===== config.mk =====
export PLATFORM = sky130hd
export DESIGN_NAME = fab_gpio_counter
export DESIGN_NICKNAME = d
export VERILOG_FILES = /design/src/rtl/fab_gpio_counter.sv
export SDC_FILE = /design/constraint.sdc
export NUM_CORES = 1
export LEC_CHECK = 0
export CORE_ASPECT_RATIO = 0.9
export CORE_MARGIN = 4
export CORE_UTILIZATION = 45
export CTS_CLUSTER_DIAMETER = 200
export DETAILED_ROUTE_END_ITERATION = 6
export MAX_ROUTING_LAYER = met4
export PLACE_DENSITY = 0.76
export SLEW_MARGIN = 20
export SYNTH_ARGS = -nofsm -noshare
export SYNTH_HDL_FRONTEND = slang
export SYNTH_SLANG_ARGS = --single-unit

===== constraint.sdc =====
create_clock -name clk -period 7.3 [get_ports clk]
set_input_delay 0.73 -clock clk [delete_from_list [all_inputs] [get_ports clk]]
set_output_delay 0.73 -clock clk [all_outputs]
set_load 0.02 [all_outputs]

===== src/rtl/fab_gpio_counter.sv =====
// -----------------------------------------------------------------------------
// fab_gpio_counter
//
// User design for the 28-pad eFPGA GPIO ring, also used as the golden
// reference that the fabric-mapped copy is compared against cycle by cycle.
// It implements a prescaled 24-bit up/down counter with wrap or saturate
// behaviour at the ends of the range.
//
// Ports
//   clk     in   1     system clock, rising edge
//   rst_n   in   1     asynchronous active-low reset
//   io_in   in   IO_W  [0]=clr  [1]=en  [2]=dir (0 up / 1 down)
//                      [3]=sat (0 wrap / 1 saturate)  [IO_W-1:4] unused
//   io_out  out  IO_W  [IO_W-1:4]=counter  [3:1]=0  [0]=tc flag or 0
//   io_oeb  out  IO_W  active-low output enable: [3:0]=1 inputs, rest driven
//
// Configuration
//   FAB_CTR_TC_FLAG_EN  when defined, io_out[0] carries a registered one-cycle
//                       pulse on every step that lands on the terminal value
//                       (all-ones counting up, zero counting down). When
//                       undefined the flag logic is absent and io_out[0]=0.
// -----------------------------------------------------------------------------
module fab_gpio_counter #(
  parameter int IO_W      = 28,
  parameter int CTR_W     = 24,
  parameter int PRESC_DIV = 1    // legal range 1..256
) (
  input  logic            clk,
  input  logic            rst_n,
  input  logic [IO_W-1:0] io_in,
  output logic [IO_W-1:0] io_out,
  output logic [IO_W-1:0] io_oeb
);

  localparam int              PRESC_W    = 8;
  localparam logic [PRESC_W-1:0] PRESC_LAST = PRESC_W'(PRESC_DIV - 1);
  localparam logic [CTR_W-1:0]   CTR_MAX    = '1;

  // Control pad decode; io_in is already synchronous to clk.
  logic clr;
  logic en;
  logic dir;
  logic sat;

  assign clr = io_in[0];
  assign en  = io_in[1];
  assign dir = io_in[2];
  assign sat = io_in[3];

  // Upper input pads carry no function in this design.
  logic unused_pads;
  assign unused_pads = ^io_in[IO_W-1:4];

  logic [CTR_W-1:0]   ctr;
  logic [PRESC_W-1:0] presc;
  logic               presc_wrap;
  logic               step;
  logic [CTR_W-1:0]   ctr_step;
  logic               flag;

  assign presc_wrap = (presc == PRESC_LAST);
  assign step       = en && presc_wrap;

  // Value the counter would take if it stepped this edge. Saturation is
  // expressed as "stay put" so the flag logic can detect a held value.
  always_comb begin
    // NOTE: default assignment first so no path leaves ctr_step unassigned,
    // which would otherwise infer a latch.
    ctr_step = ctr;
    if (!dir) begin
      if (!(sat && ctr == CTR_MAX)) ctr_step = ctr + CTR_W'(1);
    end else begin
      if (!(sat && ctr == '0))      ctr_step = ctr - CTR_W'(1);
    end
  end

  // NOTE: non-blocking assignments in clocked processes so every register
  // samples the pre-edge values of its sources, matching real flops.
  always_ff @(posedge clk or negedge rst_n) begin
    // NOTE: the async reset clears the outputs immediately, independent of
    // clk; the checker compares io_out while reset is still asserted.
    if (!rst_n) begin
      ctr   <= '0;
      presc <= '0;
    end else if (clr) begin
      ctr   <= '0;
      presc <= '0;
    end else if (en) begin
      presc <= presc_wrap ? '0 : presc + PRESC_W'(1);
      if (presc_wrap) ctr <= ctr_step;
    end
  end

`ifdef FAB_CTR_TC_FLAG_EN
  logic tc;

  // Pulse only when a step actually changes the value onto the terminal for
  // the current direction; a saturated hold or a wrap past the end is silent.
  always_ff @(posedge clk or negedge rst_n) begin
    if (!rst_n) begin
      tc <= 1'b0;
    end else begin
      tc <= !clr && step && (ctr_step != ctr) &&
            (dir ? (ctr_step == '0) : (ctr_step == CTR_MAX));
    end
  end

  assign flag = tc;
`else
  assign flag = 1'b0;
`endif

  assign io_out = {ctr, 3'b000, flag};
  assign io_oeb = {{(IO_W-4){1'b0}}, 4'hF};

endmodule


After elaboration in Yosys (flattened, before gate mapping):

Cells that the tools add are included.

* eq/ne operators: 3
* mux-type cells: 9
* reduce and logical (&&, ||, !) cells: 7
* add/sub/neg operators: 3

Operator list (number)
* $mux 24: 6
* $add 24x1->24 const B: 1
* $eq 24x24->1 const B: 1
* $logic_not 24->1: 1
* $mux 8: 3
* $sub 24x1->24 const B: 1
* $add 8x1->8 const B: 1
* $logic_not 8->1: 1
* $ne 3x3->1 const B: 2
* $reduce_and 4->1: 1
* $reduce_bool 2->1: 2
* $logic_and 1x1->1: 2

* word-level logic and storage cells: 24
* input bits: 30
* register bits: 32

Depth between registers and ports, before layout:

* word-level depth: 7
* gate-level depth with buffers: 10

Worst setup path after synthesis:

OpenSTA, ideal clock, no wires.

* kind: in2reg
* from: in io_in[2]
* to: reg ctr[20]
* path buffers: 0
* data required time: 7.174 ns
* slack: 4.485 ns
* setup time: 0.126 ns
* stages on the path: 8
* arrival time: 2.689 ns
* cell sequence: fa_1 -> a21o_1 -> a311o_1 -> a31oi_1 -> nand2_1 -> a211oi_1 -> nor4_1 -> a311o_1

* word-level cells in the longest chain between the ends: 4
* elaborated cells between the ends (all ways): 7
* those cells by class: 2 x eq/ne; 4 x mux; 1 x reduce/logical

RTL lines
* start, declared: line 30 `input logic [IO_W-1:0] io_in,`
* $mux 24: line 70 `if (!dir) begin`
* $mux 24: line 90 `if (presc_wrap) ctr <= ctr_step;`
* $mux 24: line 88 `end else if (en) begin`
* $mux 24: line 85 `end else if (clr) begin`
* end signal, assigned: line 90
* end, declared: line 54 `logic [CTR_W-1:0] ctr;`

Several ways; a longest one is shown, not always the timed one. The select of a mux whose other input is x is not followed.
A chain may end at the register's enable or synchronous reset.

Final worst setup path:

* from: in io_in[2]
* to: reg ctr[17]

The elaborated chain is that of the path after synthesis.

==> run metrics <==
CP max FO 27; DRT antenna net count 0; top cells by area, synth dfrtp_1, ha_1, buf_4; Vias per Instance 5.72; critical path's top delay family compound AO/OA/AOI/OAI gates; Final Max Slew Viols 0; Synth top area share 26.3%; Place WS 3.43 ns; f_max 271 MHz; largest net degree at the start of global routing 38; Die X 94.6 um; Arrival @ worst endpoint 3.87 ns; H-tree depth 2; CP Buf/Inv Count 2; final hold violation count 0; Synth top cells by count nor2_1, buf_4, a21oi_1; final setup margin 3.61 ns; Synth Area in Compound Gates 19.8%; main combinational cell family by area after synthesis simple AND/OR/NAND/NOR gates; Register Area 801 um2; routed length per instance 15.4 um; Peak VDD IR 0.000160 V; flops & latches, synth 32; multiplexer share of the synthesized area 2.31%; FFs w/ async S/R, synth 100%; Site Rows 28; Hold WS 0.565 ns; drt initial violations 168; n_diodes 0; most common cell in the synthesized netlist nor2_1; height of the die 86.0 um; die footprint 8130 um2; Critical Path End Type flop; total CTS buffers 5; clock sinks 32; YS warnings 0; worst hold path type flop to flop; RSZ-0062 raised after global routing false; area leader, netlist dfrtp_1; Worst Tran Pin Value 0.809 ns; register area share after synthesis 26.3%; Ports 86; DP Wirelength 5.37 mm; Post-Route WL 7.42 mm; gr usage total 19.8%; vias in the first global route 2593; Synth Area in Adders 10.5%; max incr delay on CP 0.71 ns; antenna violations before repair 0; cts hold-fix bufs 0; clk buf depth 2; Leakage 1.54 nW; syn avg cell area 8.24 um2; minimum clock period 3.69 ns; Pwr per Cell Area 223 nW/um2; leading register cell type out of synthesis dfrtp_1; root buffer cell clkbuf_8; multi-input logic area 2000 um2; first-pass GRT wire length 12.6 mm; post-CTS resize count 0; CTS tree built; Slowest cell on crit path o31ai_1; WS Path Type input port to flop; Post-CTS Setup Repair Bufs 0; Post-Synth XOR/XNOR Area 5.76%; GRT overflow 0; total of max-cap violations 0; Final #Nets 446; EDFF count, synth 0; post-synth design cell area 3040 um2; period utilization 50.5%; Max-slew headroom 45.6%; cell count after synthesis 369; # DRC 0; total number of vias 2755; # fillers 654; Final TNS setup 0 ns; library cells used by synthesis 51; clock latency on the worst-skew pair 0.29 ns; Simple-Gate Fraction of Synth Area 23.4%; Worst-path clk slew 0.07 ns; Final setup viols 0; RePlAce Congestion 0.914; Starting Density 46.1%; layout overhead on the synthesized area 10.2%; critical path startpoint category input port; port buffer count 29; share of cells above drive strength 1 4.34%; Worst Clk Skew 0.00652 ns; drt pass-1 iters 5; critical path required time 7.48 ns; core region area 6590 um2; outcome finished clean; crit path cell chain clkdlybuf4s50_1 > buf_4 > ha_1 > o211ai_1 > o21ai_0 > nand3_1 > o31ai_1 > and4_1 > mux2i_1 > nand2_1
[per-stage QoR]
stage               instances  util (%)  total power (W)  instance area [um2]
floorplan                 399         -         0.000502                 3150
global placement          474      49.5         0.000590                 3260
detailed placement        474      49.5         0.000597                 3260
CTS                       482      50.9         0.000748                 3350
global route              482      50.9         0.000803                 3350
finish                    482      50.9         0.000747                 3350
[logic make-up (layout without fill, tap and decap cells)]
kind of cell    after synthesis  after routing
flops                        32             32
compound gates               92             92
fa+ha+maj                    25             25
mux                           7              7
buf+inv                      55             48
other cells                   2             32
xor+xnor                     20             20
simple gates                136            136
[state kept, by name, indices dropped and copies added, names as in the netlist]
register and count:
presc 8, ctr 24
[tightest hold or removal path: stages, from the launching register on]
cell	delay, ns
dfrtp_1	0.36
a21oi_1	0.07
nor2_1	0.09
[area by class of cell]
cell class	instances	share of cell area [%]
well taps	90	3.36
flip-flops and latches	32	23.9
multi-input cells	312	59.7
inverters	7	0.784
repair buffers	33	9.56
clock buffers	8	2.69
[final timing paths]
kind                            depth (start not counted)        to     start  slack, ns
min in group asynchronous                               2   ctr[15]     rst_n       0.83
max in group asynchronous                               2   ctr[10]     rst_n       6.15
worst min-delay path                                    2  presc[7]  presc[7]       0.56
worst min register to register                          2  presc[7]  presc[7]       0.56
worst max-delay path                                   10   ctr[17]  io_in[2]       3.61
worst max register to register                          8   ctr[17]    ctr[4]       4.33
[report_power, final]
part / switching (W) / leakage (nW) / internal, W
sequential: 0.0000347 / 0.431 / 0.000199
clock: 0.0000684 / 0.0455 / 0.0000769
combinational: 0.000219 / 1.06 / 0.000149
total: 0.000322 / 1.54 / 0.000425
[per-layer routing]
layer	GRT usage, %	part of all wire [%]	vias to the layer above
met5	-	0	-
met4	5.37	1.7	0
met3	4.39	6.6	12
met2	29.3	44	99
met1	27.3	48	1302
li1	-	-	1342
[cells in the final DEF, fill, tap and decap left out, drive strengths merged, types with 3 or more instances in the layout]
master         Yosys  layout
a21o              13      13
a21oi             33      33
a311o              3       3
a31oi             10      10
and3               3       3
and4               3       3
buf               38       4
clkbuf            10       8
clkdlybuf4s50      0      29
conb               2      32
dfrtp             32      32
ha                24      24
inv                6       6
mux2i              7       7
nand2             27      27
nand3             10      10
nand4             15      15
nor2              40      40
nor3              12      12
nor4               9       9
nor4b              4       4
o211ai             4       4
o21ai             11      11
o21bai             3       3
xnor2              3       3
xor2              17      17
No activity file was read; power rests on OpenSTA's default activity.
